--- src/rtl/fractal_raster_scan_if.sv ---
// Pixel record stream from the raster scanner to the framebuffer writer.
// Handshake: a record moves when pix_valid && pix_ready; while pix_valid is high and not accepted, the record holds.
interface fractal_raster_scan_if #(
    parameter int AW  = 20,
    parameter int ITW = 5
) ();
    logic           pix_valid;
    logic           pix_ready;
    logic [AW-1:0]  pix_addr;
    logic [ITW-1:0] pix_iter;
    logic           pix_inside;

    modport master (
        output pix_valid,
        output pix_addr,
        output pix_iter,
        output pix_inside,
        input  pix_ready
    );

    modport slave (
        input  pix_valid,
        input  pix_addr,
        input  pix_iter,
        input  pix_inside,
        output pix_ready
    );
endinterface

--- src/rtl/fractal_raster_scan.sv ---
// Raster scanner for the combinational fractal core: walks x/y, decodes the
// core's bounded vector into an escape count and streams one record per pixel.
module fractal_raster_scan #(
    parameter int H_RES    = 640,
    parameter int V_RES    = 480,
    parameter int MAX_ITER = 20,
    parameter int ITW      = 5,
    parameter int AW       = 20
) (
    input  logic                clk,
    input  logic                rst_n,
    input  logic                start,
    input  logic                abort,
    output logic                busy,
    output logic                done,
    output logic [11:0]         x_out,
    output logic [11:0]         y_out,
    input  logic [MAX_ITER:0]   iter_in,
    fractal_raster_scan_if.master pix,
    output logic [1:0]          dbg_state
);

    localparam logic [1:0] ST_IDLE  = 2'd0;
    localparam logic [1:0] ST_RUN   = 2'd1;
    localparam logic [1:0] ST_DRAIN = 2'd2;

    localparam logic [11:0] X_LAST = 12'(H_RES - 1);
    localparam logic [11:0] Y_LAST = 12'(V_RES - 1);

    logic [1:0]     state_q, state_d;
    logic [11:0]    x_q, x_d;
    logic [11:0]    y_q, y_d;
    logic [AW-1:0]  addr_cnt_q, addr_cnt_d;
    logic           busy_q, busy_d;
    logic           valid_q, valid_d;
    logic [AW-1:0]  addr_q, addr_d;
    logic [ITW-1:0] iter_q, iter_d;
    logic           inside_q, inside_d;
    logic           done_d;

    logic           capture;
    logic           accept;
    logic           last_pix;
    logic [ITW-1:0] dec_iter;
    logic           dec_inside;
    logic           unused_top_bit;

    // The core never drives the top compare bit.
    assign unused_top_bit = iter_in[MAX_ITER];

    always_comb begin
        dec_iter = ITW'(MAX_ITER);
        for (int i = MAX_ITER - 1; i >= 0; i--) begin
            if (!iter_in[i]) begin
                dec_iter = ITW'(i);
            end
        end
    end

    assign dec_inside = &iter_in[MAX_ITER-1:0];

    assign capture  = (state_q == ST_RUN) && (!valid_q || pix.pix_ready);
    assign accept   = valid_q && pix.pix_ready;
    assign last_pix = (x_q == X_LAST) && (y_q == Y_LAST);

    always_comb begin
        state_d    = state_q;
        x_d        = x_q;
        y_d        = y_q;
        addr_cnt_d = addr_cnt_q;
        busy_d     = busy_q;
        valid_d    = valid_q;
        addr_d     = addr_q;
        iter_d     = iter_q;
        inside_d   = inside_q;
        done_d     = 1'b0;

        if (abort) begin
            state_d    = ST_IDLE;
            busy_d     = 1'b0;
            valid_d    = 1'b0;
            x_d        = '0;
            y_d        = '0;
            addr_cnt_d = '0;
        end else begin
            case (state_q)
                ST_IDLE: begin
                    if (start) begin
                        state_d    = ST_RUN;
                        busy_d     = 1'b1;
                        x_d        = '0;
                        y_d        = '0;
                        addr_cnt_d = '0;
                    end
                end

                ST_RUN: begin
                    if (capture) begin
                        addr_d   = addr_cnt_q;
                        iter_d   = dec_iter;
                        inside_d = dec_inside;
                        valid_d  = 1'b1;
                        // The last pixel parks the coordinates; only the frame end clears them.
                        if (last_pix) begin
                            state_d = ST_DRAIN;
                        end else begin
                            addr_cnt_d = addr_cnt_q + AW'(1);
                            if (x_q == X_LAST) begin
                                x_d = '0;
                                y_d = y_q + 12'd1;
                            end else begin
                                x_d = x_q + 12'd1;
                            end
                        end
                    end
                end

                ST_DRAIN: begin
                    if (accept) begin
                        done_d     = 1'b1;
                        state_d    = ST_IDLE;
                        busy_d     = 1'b0;
                        valid_d    = 1'b0;
                        x_d        = '0;
                        y_d        = '0;
                        addr_cnt_d = '0;
                    end
                end

                default: begin
                    state_d    = ST_IDLE;
                    busy_d     = 1'b0;
                    valid_d    = 1'b0;
                    x_d        = '0;
                    y_d        = '0;
                    addr_cnt_d = '0;
                end
            endcase
        end
    end

    always_ff @(posedge clk or negedge rst_n) begin
        if (!rst_n) begin
            state_q    <= ST_IDLE;
            x_q        <= '0;
            y_q        <= '0;
            addr_cnt_q <= '0;
            busy_q     <= 1'b0;
            valid_q    <= 1'b0;
            addr_q     <= '0;
            iter_q     <= '0;
            inside_q   <= 1'b0;
        end else begin
            state_q    <= state_d;
            x_q        <= x_d;
            y_q        <= y_d;
            addr_cnt_q <= addr_cnt_d;
            busy_q     <= busy_d;
            valid_q    <= valid_d;
            addr_q     <= addr_d;
            iter_q     <= iter_d;
            inside_q   <= inside_d;
        end
    end

    assign busy           = busy_q;
    assign done           = done_d;
    assign x_out          = x_q;
    assign y_out          = y_q;
    assign pix.pix_valid  = valid_q;
    assign pix.pix_addr   = addr_q;
    assign pix.pix_iter   = iter_q;
    assign pix.pix_inside = inside_q;
    assign dbg_state      = state_q;

endmodule

--- src/flat_wrapper.sv ---
// flat-port wrapper written by rule: the top's interface ports become plain ports
module fractal_raster_scan_flat 
#(
    parameter int H_RES    = 640,
    parameter int V_RES    = 480,
    parameter int MAX_ITER = 20,
    parameter int ITW      = 5,
    parameter int AW       = 20
)
  (clk, rst_n, start, abort, busy, done, x_out, y_out, iter_in, dbg_state, pix_pix_valid, pix_pix_addr, pix_pix_iter, pix_pix_inside, pix_pix_ready);
  fractal_raster_scan_if #(.AW(AW), .ITW(ITW)) pix_i ();
  input  logic clk;
  input  logic rst_n;
  input  logic start;
  input  logic abort;
  output logic busy;
  output logic done;
  output logic [11:0] x_out;
  output logic [11:0] y_out;
  input  logic [MAX_ITER:0] iter_in;
  output logic [1:0] dbg_state;
  output wire logic [$bits(pix_i.pix_valid)-1:0] pix_pix_valid;
  output wire logic [$bits(pix_i.pix_addr)-1:0] pix_pix_addr;
  output wire logic [$bits(pix_i.pix_iter)-1:0] pix_pix_iter;
  output wire logic [$bits(pix_i.pix_inside)-1:0] pix_pix_inside;
  input wire logic [$bits(pix_i.pix_ready)-1:0] pix_pix_ready;
  assign pix_pix_valid = pix_i.pix_valid;
  assign pix_pix_addr = pix_i.pix_addr;
  assign pix_pix_iter = pix_i.pix_iter;
  assign pix_pix_inside = pix_i.pix_inside;
  assign pix_i.pix_ready = pix_pix_ready;
  fractal_raster_scan #(.H_RES(H_RES), .V_RES(V_RES), .MAX_ITER(MAX_ITER), .ITW(ITW), .AW(AW)) u_core (.clk(clk), .rst_n(rst_n), .start(start), .abort(abort), .busy(busy), .done(done), .x_out(x_out), .y_out(y_out), .iter_in(iter_in), .pix(pix_i), .dbg_state(dbg_state));
endmodule
--- config.mk ---
export PLATFORM = sky130hd
export DESIGN_NAME = fractal_raster_scan_flat
export DESIGN_NICKNAME = d
export VERILOG_FILES = /design/src/rtl/fractal_raster_scan_if.sv /design/src/rtl/fractal_raster_scan.sv /design/src/flat_wrapper.sv
export SDC_FILE = /design/constraint.sdc
export NUM_CORES = 1
export LEC_CHECK = 0
export CORE_UTILIZATION = 40
export DETAILED_ROUTE_END_ITERATION = 8
export GPL_TIMING_DRIVEN = 0
export PLACE_DENSITY = 0.67
export REMOVE_ABC_BUFFERS = 1
export SKIP_LAST_GASP = 1
export SYNTH_ARGS = -nofsm -noshare
export SYNTH_HDL_FRONTEND = slang
export SYNTH_SLANG_ARGS = --single-unit
--- constraint.sdc ---
create_clock -name clk -period 2.4 [get_ports clk]
set_clock_uncertainty 0.15 [all_clocks]
set_input_delay 0.36 -clock clk [delete_from_list [all_inputs] [get_ports clk]]
set_output_delay 0.36 -clock clk [all_outputs]
set_load 0.02 [all_outputs]
-- Word level (Yosys, flattened, before mapping)
Cells that the tools add are included.
- add/subtract/negate cells: 3
- equality and inequality tests: 12
- muxes and demuxes: 54
- bitwise operators: 1
- reductions and logical operators: 13
- operators with widths (kind ; number):
    $mux W12 ; 10
    $mux W20 ; 5
    $mux W5 ; 19
    $pmux W12 S3 ; 2
    $pmux W20 S3 ; 1
    $add A12 B1 Y12 const B ; 2
    $add A20 B1 Y20 const B ; 1
    $reduce_and A20 Y1 ; 1
    $eq A12 B10 Y1 const B ; 1
    $eq A12 B9 Y1 const B ; 1
    $mux W2 ; 5
    $ne A3 B2 Y1 const B ; 3
    $ne A3 B3 Y1 const B ; 3
    $reduce_and A3 Y1 ; 3
    $mux W1 ; 8
    $reduce_and A4 Y1 ; 2
    $pmux W1 S3 ; 2
    $pmux W2 S3 ; 1
    $reduce_and A5 Y1 ; 1
    $ne A2 B2 Y1 const B ; 2
    $logic_and A1 B1 Y1 ; 3
    $mux W3 ; 1
    $eq A2 B1 Y1 const B ; 1
    $eq A2 B2 Y1 const B ; 1
    4 further kinds ; 4
- register bits after elaboration: 74

-- Longest topological paths before layout
Gate-level depths: netlist of run 1.
- depth after elaboration: 20
- depth in mapped cells: 10
- gate-level depth less buffers: 6

-- Worst setup path before layout of run 1
OpenSTA, ideal clock, no wires.
- path kind: register to register
- start: reg u_core.y_q[0] (netlist: u_core.y_out[0])
- end: reg u_core.x_q[6] (netlist: u_core.x_out[6])
- library setup time: 78 ps
- arrival: 2191 ps
- required time: 2172 ps
- slack: -19 ps
- cell stages (with the launch flop): 10
- buffers on the path: 3
- period minus slack after synthesis: 2419 ps
- path through: dfrtp_1 ha_1 and4_1 buf_6 and2_1 and4_1 buf_6 buf_6 or4_1 a21oi_1
- longest elaborated chain between the ends: 4
- RTL lines (element ; line ; RTL):
    start, declared ; fractal_raster_scan.sv:32 ; logic [11:0] y_q, y_d;
    start signal, assigned ; fractal_raster_scan.sv:156 ; y_q <= y_d;
    $eq A12 B9 Y1 ; fractal_raster_scan.sv:64 ; assign last_pix = (x_q == X_LAST) && (y_q == Y_LAST);
    $logic_and A1 B1 Y1 ; fractal_raster_scan.sv:64 ;
    $ne A3 B3 Y1 (no source line) ; - ;
    $reduce_and A4 Y1 (no source line) ; - ;
    end signal, assigned ; fractal_raster_scan.sv:145 ; x_q <= '0;
    end signal, assigned ; fractal_raster_scan.sv:155 ; x_q <= x_d;
    end, declared ; fractal_raster_scan.sv:31 ; logic [11:0] x_q, x_d;
No other way between the ends.
A chain may end at the register's enable or synchronous reset.

-- Final worst setup path of run 1
- start: reg u_core.x_q[1] (netlist: u_core.x_out[1])
- end: reg u_core.y_q[3] (netlist: u_core.y_out[3])
- longest elaborated chain between the ends: 4
- RTL lines (element ; line):
    $eq A12 B10 Y1 (*) ; fractal_raster_scan.sv:64, fractal_raster_scan.sv:108
    $logic_and A1 B1 Y1 ; fractal_raster_scan.sv:64
    $ne A3 B3 Y1 (no source line) ; -
    $reduce_and A5 Y1 (no source line) (*) ; -
Every way passes the cells marked *; elsewhere a longest branch is shown, timed or not.

==> reports/metrics.cfg, run 1 <==
[status]
outcome = finished, final reports clean

[timing]
post-route-period-util_pct = 96.98
finalHoldViolCount = 0
max_freq_ghz = 0.4296
finalSetupViolations = 0
worst_pin_slew_ps = 734.2
slew_viol_final = 0
rsz0062_at_grt = yes
finalCriticalPeriod_ps = 2328
slew_headroom_pct = 50.79
setup_slack_ps = 72.36

[cells_and_area]
final_cell_mix = clkdlybuf4s50_1 (76), dfrtp_1 (71), nand2_1 (42)
nNetsFinal = 515
diodes = 0
final_cell_area_um2 = 5172
syn_to_final_growth_pct = 29.67
fin_util_pct = 53.16
layout-drive-gt1-share_pct = 14.05
final_common_cell = clkdlybuf4s50_1
final_cells = 624

[floorplanning]
core_area_um2 = 9729
die_area_um2 = 10380
initial_core_util_pct = 41.00
design.portCount = 81
die_height_um = 101.9
die_x_um = 101.9
row_count = 36

[global_routing]
grt_overflow = 0
grt_pass1_wl_um = 16230
grt_max_degree = 47
antenna_found_initial = 0
grt_pass1_vias = 3257
gr-usage-all-layers_pct = 20.18

[drt]
drc = 0
vias = 3590
wl_um = 10290
routedWlPerCell_um = 16.49
via_per_inst = 5.753
drt_iter0_drc = 191
final_antenna_net_count = 0
dr.pass1.iters = 6

[synth]
synth_flop_cell = dfrtp_1
ys_seq_area_share_pct = 46.42
syn_area_um2 = 3989
syn_area_per_cell_um2 = 9.753
synth_cells = 409
synth_cell_types = 50
synth_edf_count = 0
yosys_warnings = 0
synth_seq_cells = 74
async_flop_share_pct = 100.0

[hold_path]
holdCritStartpoint = u_core.pix.pix_iter[4]
min_path_type = reg -> reg

[critical_path]
r2r_end = u_core.y_out[3]
critPathLaunchType = register
crit_cells = 6
critPathKind = reg -> reg
crit_slowest_cell = or4_1
r2r_cells = 6
end_kind = register
path_max_fanout = 13
critical_path.max_stage_delay_ps = 490
required_ps = 2530
worst_setup_path_startpoint = u_core.x_out[1]
path_buf_inv = 0
endpoint = u_core.y_out[3]
critPathArrivalTime_ps = 2460
r2r_slack_ps = 70
crit_family = simple AND/OR/NAND/NOR gates
crit_chain = ha_2 -> and4_1 -> a31oi_2 -> or3_4 -> or4_1 -> nand2_1
r2r_start = u_core.x_out[1]

[power_and_ir_drop]
peakVddDrop_mv = 0.2709
p_leak_uw = 0.002063
powerDensity_nw_per_um2 = 500.7

[clock_network]
cts_buffer_depth = 2
cts_tree = yes
cts_sinks = 74
clk_pin_slew_ps = 80
clk-insertion-delay-late_ps = 350
h-tree-depth = 3
numCtsBuffers = 9
cts_root_buffer = clkbuf_8

[place]
port_buffers = 79
post_dp_cell_area_um2 = 4827
dp_slack_ps = -2064
hpwl_um = 6876
dp_cells = 598
place_congestion = 0.8795

[run]
maxCapViolations = 0

-- Yosys cell counts, types with 7 or more instances --
| cell | instances | share of area, % |
|---|---|---|
| nor3_1 | 10 | 1.3 |
| nand4_1 | 13 | 2.0 |
| nor2_1 | 15 | 1.4 |
| o31ai_1 | 24 | 4.5 |
| nor4_1 | 7 | 1.1 |
| and3_1 | 9 | 1.4 |
| a21oi_1 | 28 | 3.5 |
| mux2_2 | 20 | 5.6 |
| clkbuf_1 | 8 | 0.75 |
| dfrtp_1 | 74 | 46 |
| or4_1 | 20 | 3.8 |
| nand2_1 | 44 | 4.1 |
| or3_1 | 13 | 2.0 |
| inv_1 | 7 | 0.66 |
| o21ai_0 | 17 | 2.1 |
| and4_1 | 9 | 2.0 |
| nand3_1 | 19 | 2.4 |
-- final cells by class --
cell class                 count  area (um^2)
fill                         917         4557
tap                          133        166.4
multi-input combinational    306         2052
sequential                    74         1856
clock buffer                  10        137.6
inverter                       7        26.28
clock inverter                 6        63.81
timing repair buffer          88        870.8
-- metal layers --
metal  global-route usage [%]  wire length [um]
met1                    27.05              4787
met2                    33.58              4914
met3                    3.215               399
met4                    6.484               185
met5                        0                 0
-- cells by family after synthesis --
kind of cell | share of synthesized area (%)
XOR/XNOR | 1.317
adder cells (fa/ha/maj) | 0.9411
buffers and inverters | 4.078
flip-flops | 46.42
AND/OR/NAND/NOR | 25.82
AO/OA/AOI/OAI | 14.52
multiplexers | 6.901
-- report_power, final --
part | total (uW) | switching, uW | internal [uW]
registers | 1290 | 23.1 | 1270
logic | 303 | 172 | 131
clock network | 996 | 487 | 509
total | 2590 | 682 | 1910
-- tightest hold or removal path, delay by kind of cell (launching register included) --
kind | cells | cell delay (ps)
DFF | 1 | 350
and+or+nand+nor | 2 | 90
-- state kept, by name (all words and copies together) (netlist names) --
| register | count |
|---|---|
| u_core.x_out | 12 |
| u_core.pix.pix_valid | 1 |
| u_core.busy | 1 |
| u_core.y_out | 12 |
| u_core.dbg_state | 2 |
| u_core.addr_cnt_q | 20 |
| u_core.pix.pix_inside | 1 |
| u_core.pix.pix_iter | 5 |
| u_core.pix.pix_addr | 20 |
-- stage by stage --
step           total power (uW)  hold WS (ps)  setup TNS, ps
2_1_floorplan              1436        -85.59         -20310
3_3_place_gp               1590         309.6        -246520
3_5_place_dp               1598         196.4        -115430
4_1_cts                    2598         332.1          -1090
5_1_grt                    2696         346.7         -8.182
6_report                   2590         323.6              0
-- how the worst min path moves through the flow --
stage / endpoint / depth (start not counted)
2_1_floorplan: u_core.addr_cnt_q[0] / 0
3_3_place_gp: u_core.pix.pix_iter[4] / 2
3_5_place_dp: u_core.pix.pix_addr[6] / 1
4_1_cts: u_core.pix.pix_iter[4] / 2
5_1_grt: u_core.pix.pix_iter[4] / 2
6_report: u_core.pix.pix_iter[4] / 2
-- repair_timing --
| item | in CTS | in global routing |
|---|---|---|
| cloned | 0 | 2 |
| hold endpoints to repair | 33 | 0 |
| hold buffers | 1 | 0 |
| gates resized for setup | 13 | 11 |
| endpoints found under the setup margin | 73 | 63 |
| buffers inserted | 1 | 6 |
| pin swaps | 1 | 1 |
Power figures use the tool's default switching activity.
==> run 2, diff against run 1 <==
CAP_MARGIN = 20   (was not set)
==> reports/metrics.cfg, run 2 (synthesized netlist as in run 1, its figures left out) <==
[status]
outcome = finished, final reports clean

[drt]
wl_um = 10160  ; -1.3%
drt_iter0_drc = 188  ; -1.6%
routedWlPerCell_um = 16.25  ; -1.4%
drc = 0  ; unchanged
vias = 3594  ; +0.11%
via_per_inst = 5.750  ; about the same
final_antenna_net_count = 0  ; unchanged
dr.pass1.iters = 4  ; -2

[critical_path]
r2r_cells = 7  ; +1
r2r_start = u_core.x_out[0]
critPathKind = reg -> reg
cpMostUsedCell = and4_4
path_max_fanout = 11  ; -2
end_kind = register
critical_path.max_stage_delay_ps = 520  ; +30 ps
critPathLaunchType = register
crit_slowest_cell = or4_1
required_ps = 2520  ; about the same
critPathArrivalTime_ps = 2410  ; -50 ps
r2r_end = u_core.addr_cnt_q[16]
crit_chain = ha_2 -> and4_4 -> and3_4 -> and4_4 -> buf_12 -> or4_1 -> a21oi_1
r2r_slack_ps = 100  ; +30 ps

[timing]
finalCriticalPeriod_ps = 2297  ; -30.97 ps
finalSetupViolations = 0  ; unchanged
finalHoldViolCount = 0  ; unchanged
setup-tns-final_ps = 0  ; unchanged
worst_pin_slew_ps = 636.0  ; -98.23 ps
slew_viol_final = 0  ; unchanged
hold_ws_ps = 331.1  ; +7.431 ps
post-route-period-util_pct = 95.69  ; -1.3 points
max_freq_ghz = 0.4354  ; +1.3%
slew_headroom_pct = 57.45  ; +6.7 points
rsz0062_at_grt = no

[place]
dp_cells = 602  ; +0.67%
place_congestion = 0.8795  ; unchanged
hpwl_um = 7014  ; +2.0%
port_buffers = 79  ; unchanged

[clock_network]
cts_sinks = 74  ; unchanged
numCtsBuffers = 9  ; unchanged
cts_root_buffer = clkbuf_8
cts_tree = yes
clk-insertion-delay-late_ps = 340  ; about the same
cts_buffer_depth = 2  ; unchanged
h-tree-depth = 3  ; unchanged
clk_pin_slew_ps = 80  ; about the same

[global_routing]
grt_pass1_wl_um = 17000  ; +4.8%
grt_overflow = 0  ; unchanged
grt_pass1_vias = 3318  ; +1.9%
gr-usage-all-layers_pct = 21.02  ; +0.84 points
antenna_found_initial = 0  ; unchanged
grt_max_degree = 42  ; -11%

[cells_and_area]
final_cell_mix = clkdlybuf4s50_1 (76), dfrtp_1 (71), nand2_1 (42)
n_fill_cell = 917  ; unchanged
syn_to_final_growth_pct = 31.27
nNetsFinal = 516  ; +0.19%
layout-drive-gt1-share_pct = 14.63  ; +0.58 points
diodes = 0  ; unchanged
final_common_cell = clkdlybuf4s50_1
final_cells = 625  ; +0.16%

[floorplanning]
core_area_um2 = 9729  ; unchanged
row_count = 36  ; unchanged
design.portCount = 81  ; unchanged
die_x_um = 101.9  ; unchanged
initial_core_util_pct = 41.00  ; unchanged
die_height_um = 101.9  ; unchanged
die_area_um2 = 10380  ; unchanged

[run]
maxCapViolations = 0  ; unchanged

[power_and_ir_drop]
p_leak_uw = 0.002096  ; +1.6%
powerDensity_nw_per_um2 = 516.4  ; +3.1%
peakVddDrop_mv = 0.3023  ; +12%
power.total_uw = 2704  ; +4.4%

[hold_path]
holdCritStartpoint = u_core.pix.pix_iter[4]
min_path_type = reg -> reg
hold_end = u_core.pix.pix_iter[4]
hold_depth = 2  ; unchanged

-- run 2: cell types whose count changed in the layout (fill, tap and decap cells not counted), moves of 2 or more --
cell,before,now
buf_4,8,5
buf_2,0,2
clkinv_2,2,0
clkinv_4,0,2
clkinvlp_4,2,0
nor3b_2,0,2
-- run 2: where the power goes --
group          switching (uW)  internal (uW)  total, uW  leakage, uW
logic                     172            133        305     0.000962
registers                22.5           1270       1290      0.00102
clock network             486            622       1110     0.000114
total                     681           2020       2700      0.00210
-- run 2: how the worst max path moves through the flow --
stage                              from                      to  slack [ps]
detailed placement                abort         u_core.x_out[3]       -1180
CTS                 u_core.dbg_state[1]    u_core.addr_cnt_q[7]         0.8
finish                  u_core.x_out[0]   u_core.addr_cnt_q[16]         100
global route            u_core.x_out[0]   u_core.addr_cnt_q[16]           9
floorplan           u_core.dbg_state[0]  u_core.pix.pix_iter[1]        -460
global placement                  abort  u_core.pix.pix_iter[1]       -2060
-- run 2: routing by layer --
| layer | up-vias | part of all wire (%) | GRT usage [%] |
|---|---|---|---|
| met3 | 13 | 4.4 | 3.625 |
| met4 | 0 | 1.2 | 5.604 |
| met1 | 1782 | 46 | 28.73 |
| li1 | 1717 | - | - |
| met2 | 82 | 49 | 34.67 |
| met5 | - | 0 | 0 |
-- run 2: what timing repair did --
action | 4_1_cts | 5_1_grt
buffers inserted | 3 | 2
cloned | 1 | 0
pin swaps | 1 | 1
hold buffers | 1 | 0
gates resized for setup | 14 | 11
setup endpoints to repair | 68 | 43
hold endpoints to repair | 33 | 0
-- run 2: worst max-delay path, delay by kind of cell, from the launching register on --
kind / cells / cell delay, ps
flops: 1 / 420
fa+ha+maj: 1 / 210
simple gates: 4 / 1160
compound gates: 1 / 160
buf+inv: 1 / 140
-- run 2: stage by stage --
step                util [%]  cell area (um^2)  setup slack (ps)
floorplan                  -              3852            -460.3
global placement       49.43              4810             -2057
detailed placement     50.15              4880             -1179
CTS                    53.20              5176            0.7510
global route           53.82              5236             9.397
finish                 53.82              5236             103.3
-- run 2: area by class of cell --
| type | instances | area, um^2 | share of cell area, % |
|---|---|---|---|
| Multi-Input combinational cell | 305 | 2039 | 38.95 |
| Sequential cell | 74 | 1856 | 35.44 |
| Timing Repair Buffer | 90 | 920.9 | 17.59 |
| Tap cell | 133 | 166.4 | 3.178 |
| Clock buffer | 11 | 141.4 | 2.700 |
| Clock inverter | 5 | 86.33 | 1.649 |
| Inverter | 7 | 26.28 | 0.5018 |
